==> config.mk <==
export PLATFORM = sky130hd
export DESIGN_NAME = tristate_bus_rx
export DESIGN_NICKNAME = d
export VERILOG_FILES = /design/src/rtl/tristate_bus_rx.sv
export SDC_FILE = /design/constraint.sdc
export NUM_CORES = 1
export LEC_CHECK = 0
export CAP_MARGIN = 20
export CORE_UTILIZATION = 56
export DETAILED_ROUTE_END_ITERATION = 10
export PLACE_DENSITY_LB_ADDON = 0.25
export SLEW_MARGIN = 5
export SYNTH_ARGS = -nofsm -noshare
export SYNTH_HDL_FRONTEND = slang
export SYNTH_SLANG_ARGS = --single-unit
==> constraint.sdc <==
create_clock -name clock -period 4.5 [get_ports clock]
set_input_delay 1.125 -clock clock [delete_from_list [all_inputs] [get_ports clock]]
set_output_delay 1.125 -clock clock [all_outputs]
set_load 0.05 [all_outputs]
==> src/rtl/tristate_bus_rx.sv <==
// Receiver for a shared tristate bus: captures strobed words into a first-word
// fall-through FIFO and measures the length of each strobe burst.
module tristate_bus_rx #(
  parameter int WIDTH = 2,
  parameter int DEPTH = 4
) (
  input  logic                     clock,
  input  logic                     reset,
  input  logic [WIDTH-1:0]         bus_data,
  input  logic                     bus_strobe,
  input  logic                     rd_en,
  input  logic                     ovf_clr,
  output logic [WIDTH-1:0]         rd_data,
  output logic                     rd_valid,
  output logic                     full,
  output logic [$clog2(DEPTH):0]   count,
  output logic                     overflow,
  output logic                     burst_done,
  output logic [3:0]               burst_len
);

  localparam int AW = $clog2(DEPTH);
  localparam int CW = AW + 1;
  localparam logic [CW-1:0] DEPTH_C = CW'(DEPTH);

  typedef enum logic {IDLE, RECV} state_t;

  logic [WIDTH-1:0] mem [DEPTH];
  logic [AW-1:0]    wr_ptr_reg, rd_ptr_reg;
  logic [CW-1:0]    count_reg;
  logic             overflow_reg;

  state_t           state_reg, state_next;
  logic [3:0]       len_reg, len_next;
  logic [3:0]       burst_len_reg, burst_len_next;
  logic             burst_done_reg, burst_done_next;

  logic             full_w, empty_w, pop, push, drop;

  assign full_w  = (count_reg == DEPTH_C);
  assign empty_w = (count_reg == '0);
  assign pop     = rd_en && !empty_w;
  // A full FIFO still accepts a word when the head leaves on the same edge.
  assign push    = bus_strobe && (!full_w || pop);
  assign drop    = bus_strobe && full_w && !pop;

  always_ff @(posedge clock) begin
    if (!reset && push) begin
      mem[wr_ptr_reg] <= bus_data;
    end
  end

  always_ff @(posedge clock) begin
    if (reset) begin
      wr_ptr_reg   <= '0;
      rd_ptr_reg   <= '0;
      count_reg    <= '0;
      overflow_reg <= 1'b0;
    end else begin
      if (push) begin
        wr_ptr_reg <= wr_ptr_reg + 1'b1;
      end
      if (pop) begin
        rd_ptr_reg <= rd_ptr_reg + 1'b1;
      end
      case ({push, pop})
        2'b10:   count_reg <= count_reg + 1'b1;
        2'b01:   count_reg <= count_reg - 1'b1;
        default: count_reg <= count_reg;
      endcase
      // Setting on a drop takes precedence over a coincident clear.
      if (drop) begin
        overflow_reg <= 1'b1;
      end else if (ovf_clr) begin
        overflow_reg <= 1'b0;
      end
    end
  end

  always_ff @(posedge clock) begin
    if (reset) begin
      state_reg      <= IDLE;
      len_reg        <= '0;
      burst_len_reg  <= '0;
      burst_done_reg <= 1'b0;
    end else begin
      state_reg      <= state_next;
      len_reg        <= len_next;
      burst_len_reg  <= burst_len_next;
      burst_done_reg <= burst_done_next;
    end
  end

  always_comb begin
    state_next      = state_reg;
    len_next        = len_reg;
    burst_len_next  = burst_len_reg;
    burst_done_next = 1'b0;
    case (state_reg)
      IDLE: begin
        if (bus_strobe) begin
          state_next = RECV;
          len_next   = 4'd1;
        end
      end
      RECV: begin
        // Dropped words still count toward the burst length.
        if (bus_strobe) begin
          if (len_reg != 4'd15) begin
            len_next = len_reg + 4'd1;
          end
        end else begin
          state_next      = IDLE;
          burst_len_next  = len_reg;
          burst_done_next = 1'b1;
        end
      end
      default: state_next = IDLE;
    endcase
  end

  assign rd_data    = empty_w ? '0 : mem[rd_ptr_reg];
  assign rd_valid   = !empty_w;
  assign full       = full_w;
  assign count      = count_reg;
  assign overflow   = overflow_reg;
  assign burst_done = burst_done_reg;
  assign burst_len  = burst_len_reg;

endmodule

==> flow_metrics.env <==
export IMPL_place_hpwl_um=1598
export IMPL_drive_above_1_share_pct=6.475
export IMPL_pre_cts_slack_ns=1.208
export IMPL_grt_usage_pct=20.86
export IMPL_syn_area_per_cell_um2=10.58
export IMPL_largest_reg_flops=8
export IMPL_r2r_start="count[0]$_SDFFE_PP0P_"
export IMPL_synth_top_area_share_pct=30.77
export IMPL_clkSinkCount=28
export IMPL_p_leak_nw=0.5533
export IMPL_via_per_inst=5.647
export IMPL_layout_cells_non_filler=167
export IMPL_gr_usage_met2_pct=35.33
export IMPL_synthFlopType="dfxtp_1"
export IMPL_synth_cell_types=36
export IMPL_r2r_end="count[1]$_SDFFE_PP0P_"
export IMPL_die_width_um=50.21
export IMPL_max_slew_margin_pct=47.79
export IMPL_cp_end_kind="primary output"
export IMPL_fin_setup_tns_ns=0
export IMPL_grt_first_pass_wirelength_um=3995
export IMPL_ys_seq_area_share_pct=49.23
export IMPL_path_class="reg2out"
export IMPL_ant_nets=0
export IMPL_cts_buffers=3
export IMPL_post_cts_repair_setup_buffers=0
export IMPL_crit_buf_inv=1
export IMPL_drcViolationCount=0
export IMPL_cp_num_cells=3
export IMPL_seqPwrFrac_pct=55.7
export IMPL_startpoint="count[0]$_SDFFE_PP0P_"
export IMPL_slew_violations=0
export IMPL_p_total_mw=0.5220
export IMPL_antenna_cells=0
export IMPL_final_cell_mix="dfxtp_1, clkdlybuf4s50_1, nor2_1"
export IMPL_synth_edf_count=8
export IMPL_r2r_slack_ns=2.45
export IMPL_power_frac_clock_pct=19.1
export IMPL_syn_to_final_growth_pct=16.63
export IMPL_io_pins=20
export IMPL_fin_ws_ns=1.305
export IMPL_postCtsHoldBufs=0
export IMPL_cts_path_max_buffers=2
export IMPL_grt_overflow=0
export IMPL_die_area_um2=2521
export IMPL_cellPowerDensity_nw_per_um2=343.9
export IMPL_final_common_cell="dfxtp_1"
export IMPL_cts_htree_levels=1
export IMPL_startpoint_type="flop"
export IMPL_power_frac_comb_pct=25.2
export IMPL_yosysWarningCount=0
export IMPL_ir_drop_uv=258.5
export IMPL_cp_data_required_time_ns=3.38
export IMPL_synth_cells=123
export IMPL_status="complete, no violations"
export IMPL_crit_family="buffers and inverters"
export IMPL_grt_start_max_net_pins=22
export IMPL_cts_root_buf="clkbuf_4"
export IMPL_nets=153
export IMPL_routedWlPerCell_um=13.57
export IMPL_synth_area_um2=1301
export IMPL_hp_class="reg2reg"
export IMPL_synth_area_top_cells="dfxtp_1, edfxtp_1, ha_1"
export IMPL_cp_arrival_ns=2.07
export IMPL_synth_top_area_cell="dfxtp_1"
export IMPL_synthArstFlopShare_pct=0
export IMPL_finClkSkew_ns=0.002811
export IMPL_hold_viol=0
export IMPL_grt_pass1_vias=950
export IMPL_tightest_slew_ns=0.7807
export IMPL_synth_fp_nets=136
export IMPL_rows=17
export IMPL_cp_slowest_cell="clkdlybuf4s50_1"
export IMPL_cp_max_fo=10
export IMPL_die_h_um=50.21
export IMPL_path_cells="or3_1, and2_1, clkdlybuf4s50_1"
export IMPL_p_sw_mw=0.1638
export IMPL_cts_resized=0
export IMPL_min_from="burst_len[1]$_SDFFE_PP0P_"
export IMPL_swShare_pct=31.38
export IMPL_post_route_min_period_ns=3.195
export IMPL_cts_tree="yes"
export IMPL_fin_area_um2=1518
export IMPL_grt_use_met1_pct=25.64
export IMPL_antenna_found_initial=0
export IMPL_numPortBuffers=19
export IMPL_endpoint="rd_data[0]"
export IMPL_clock_latency_ns=0.31
export IMPL_dp_cells=163
export IMPL_drt_iter0_drc=28
export IMPL_ys_seq_elements=28
export IMPL_maxCapViolations=0
export IMPL_p_int_mw=0.3581
export IMPL_rr_worst_depth=6
export IMPL_core_region_area_um2=2191
export IMPL_wirelength_um=2266
export IMPL_firstDrtPassIters=4
export IMPL_cts_clk_slew_worst_paths_ns=0.14
export IMPL_start_util_pct=59.39
export IMPL_place_gp_congestion=0.8165
export IMPL_top_usage_layer="met2"
export IMPL_globalRouteMet3Util_pct=3.030
export IMPL_grt_setup_unrepaired="no"
export IMPL_placed_area_um2=1491
export IMPL_vias=943
export IMPL_fin_crit_sh_pct=70.99
export IMPL_max_freq_ghz=0.3130
export IMPL_max_stage_delay_ns=0.69
export IMPL_setup_viol=0
-- cell families after synthesis --
group | synth area share [%]
compound gates | 11.64
xor+xnor | 2.692
fa+ha+maj | 6.346
buf+inv | 4.712
flops | 49.23
mux | 6.538
simple gates | 18.85
-- synthesized netlist by cell type (2+ instances only) --
cell type,count
nand3b_1,2
dfxtp_1,20
ha_1,5
edfxtp_1,8
o2111ai_1,2
nor3_1,3
o21ai_0,4
or3_1,4
o31ai_1,3
nand2b_1,2
a21oi_1,6
and2_1,7
nand4_1,2
xor2_1,4
nand2_1,2
clkbuf_1,2
mux2i_1,4
buf_2,4
nor2_1,13
nand3_1,4
mux4_2,2
inv_1,6
-- cell type report --
cell class	instances	area (µm²)
clock buffer	4	26.28
fill	172	673.1
tap	28	35.03
multi-input combinational	81	599.3
inverter	7	26.28
sequential	28	640.6
timing repair buffer	19	190.2
-- power groups by stage --
stage          Sequential (mW)  Clock, mW  Combinational, mW
6_report                 0.291     0.0999              0.132
5_1_grt                  0.293      0.111              0.143
4_1_cts                  0.291      0.104              0.131
3_5_place_dp             0.296          0              0.131
3_3_place_gp             0.295          0              0.128
2_1_floorplan            0.303          0             0.0858
-- metrics by stage --
step / hold WS (ns) / util, %
6_report: 0.5228 / 69.27
3_3_place_gp: 0.4856 / 68.08
2_1_floorplan: 0.4790 / -
3_5_place_dp: 0.4942 / 68.08
4_1_cts: 0.5286 / 69.27
5_1_grt: 0.5587 / 69.27
-- worst min path at each step --
stage / end / slack (ns) / cells after the start
final: burst_len[1]$_SDFFE_PP0P_ / 0.52 / 2
after global routing: burst_len[1]$_SDFFE_PP0P_ / 0.56 / 2
after CTS: burst_len[1]$_SDFFE_PP0P_ / 0.53 / 2
after detailed placement: burst_len[1]$_SDFFE_PP0P_ / 0.49 / 2
after global placement: burst_len[3]$_SDFFE_PP0P_ / 0.49 / 2
after floorplan: len_reg[1]$_SDFFE_PP0P_ / 0.48 / 2
-- tightest hold or removal path, stage by stage, from the launching register on --
cell     delay (ns)
dfxtp_1        0.36
mux2i_1        0.07
nor2_1         0.07
-- per-layer routing --
layer  wire [µm]  vias to the layer above
li1            -                      473
met4          30                        0
met5           0                        -
met1        1063                      438
met2        1082                       28
met3          90                        4
Note: power is estimated with default switching activity, not from simulation.
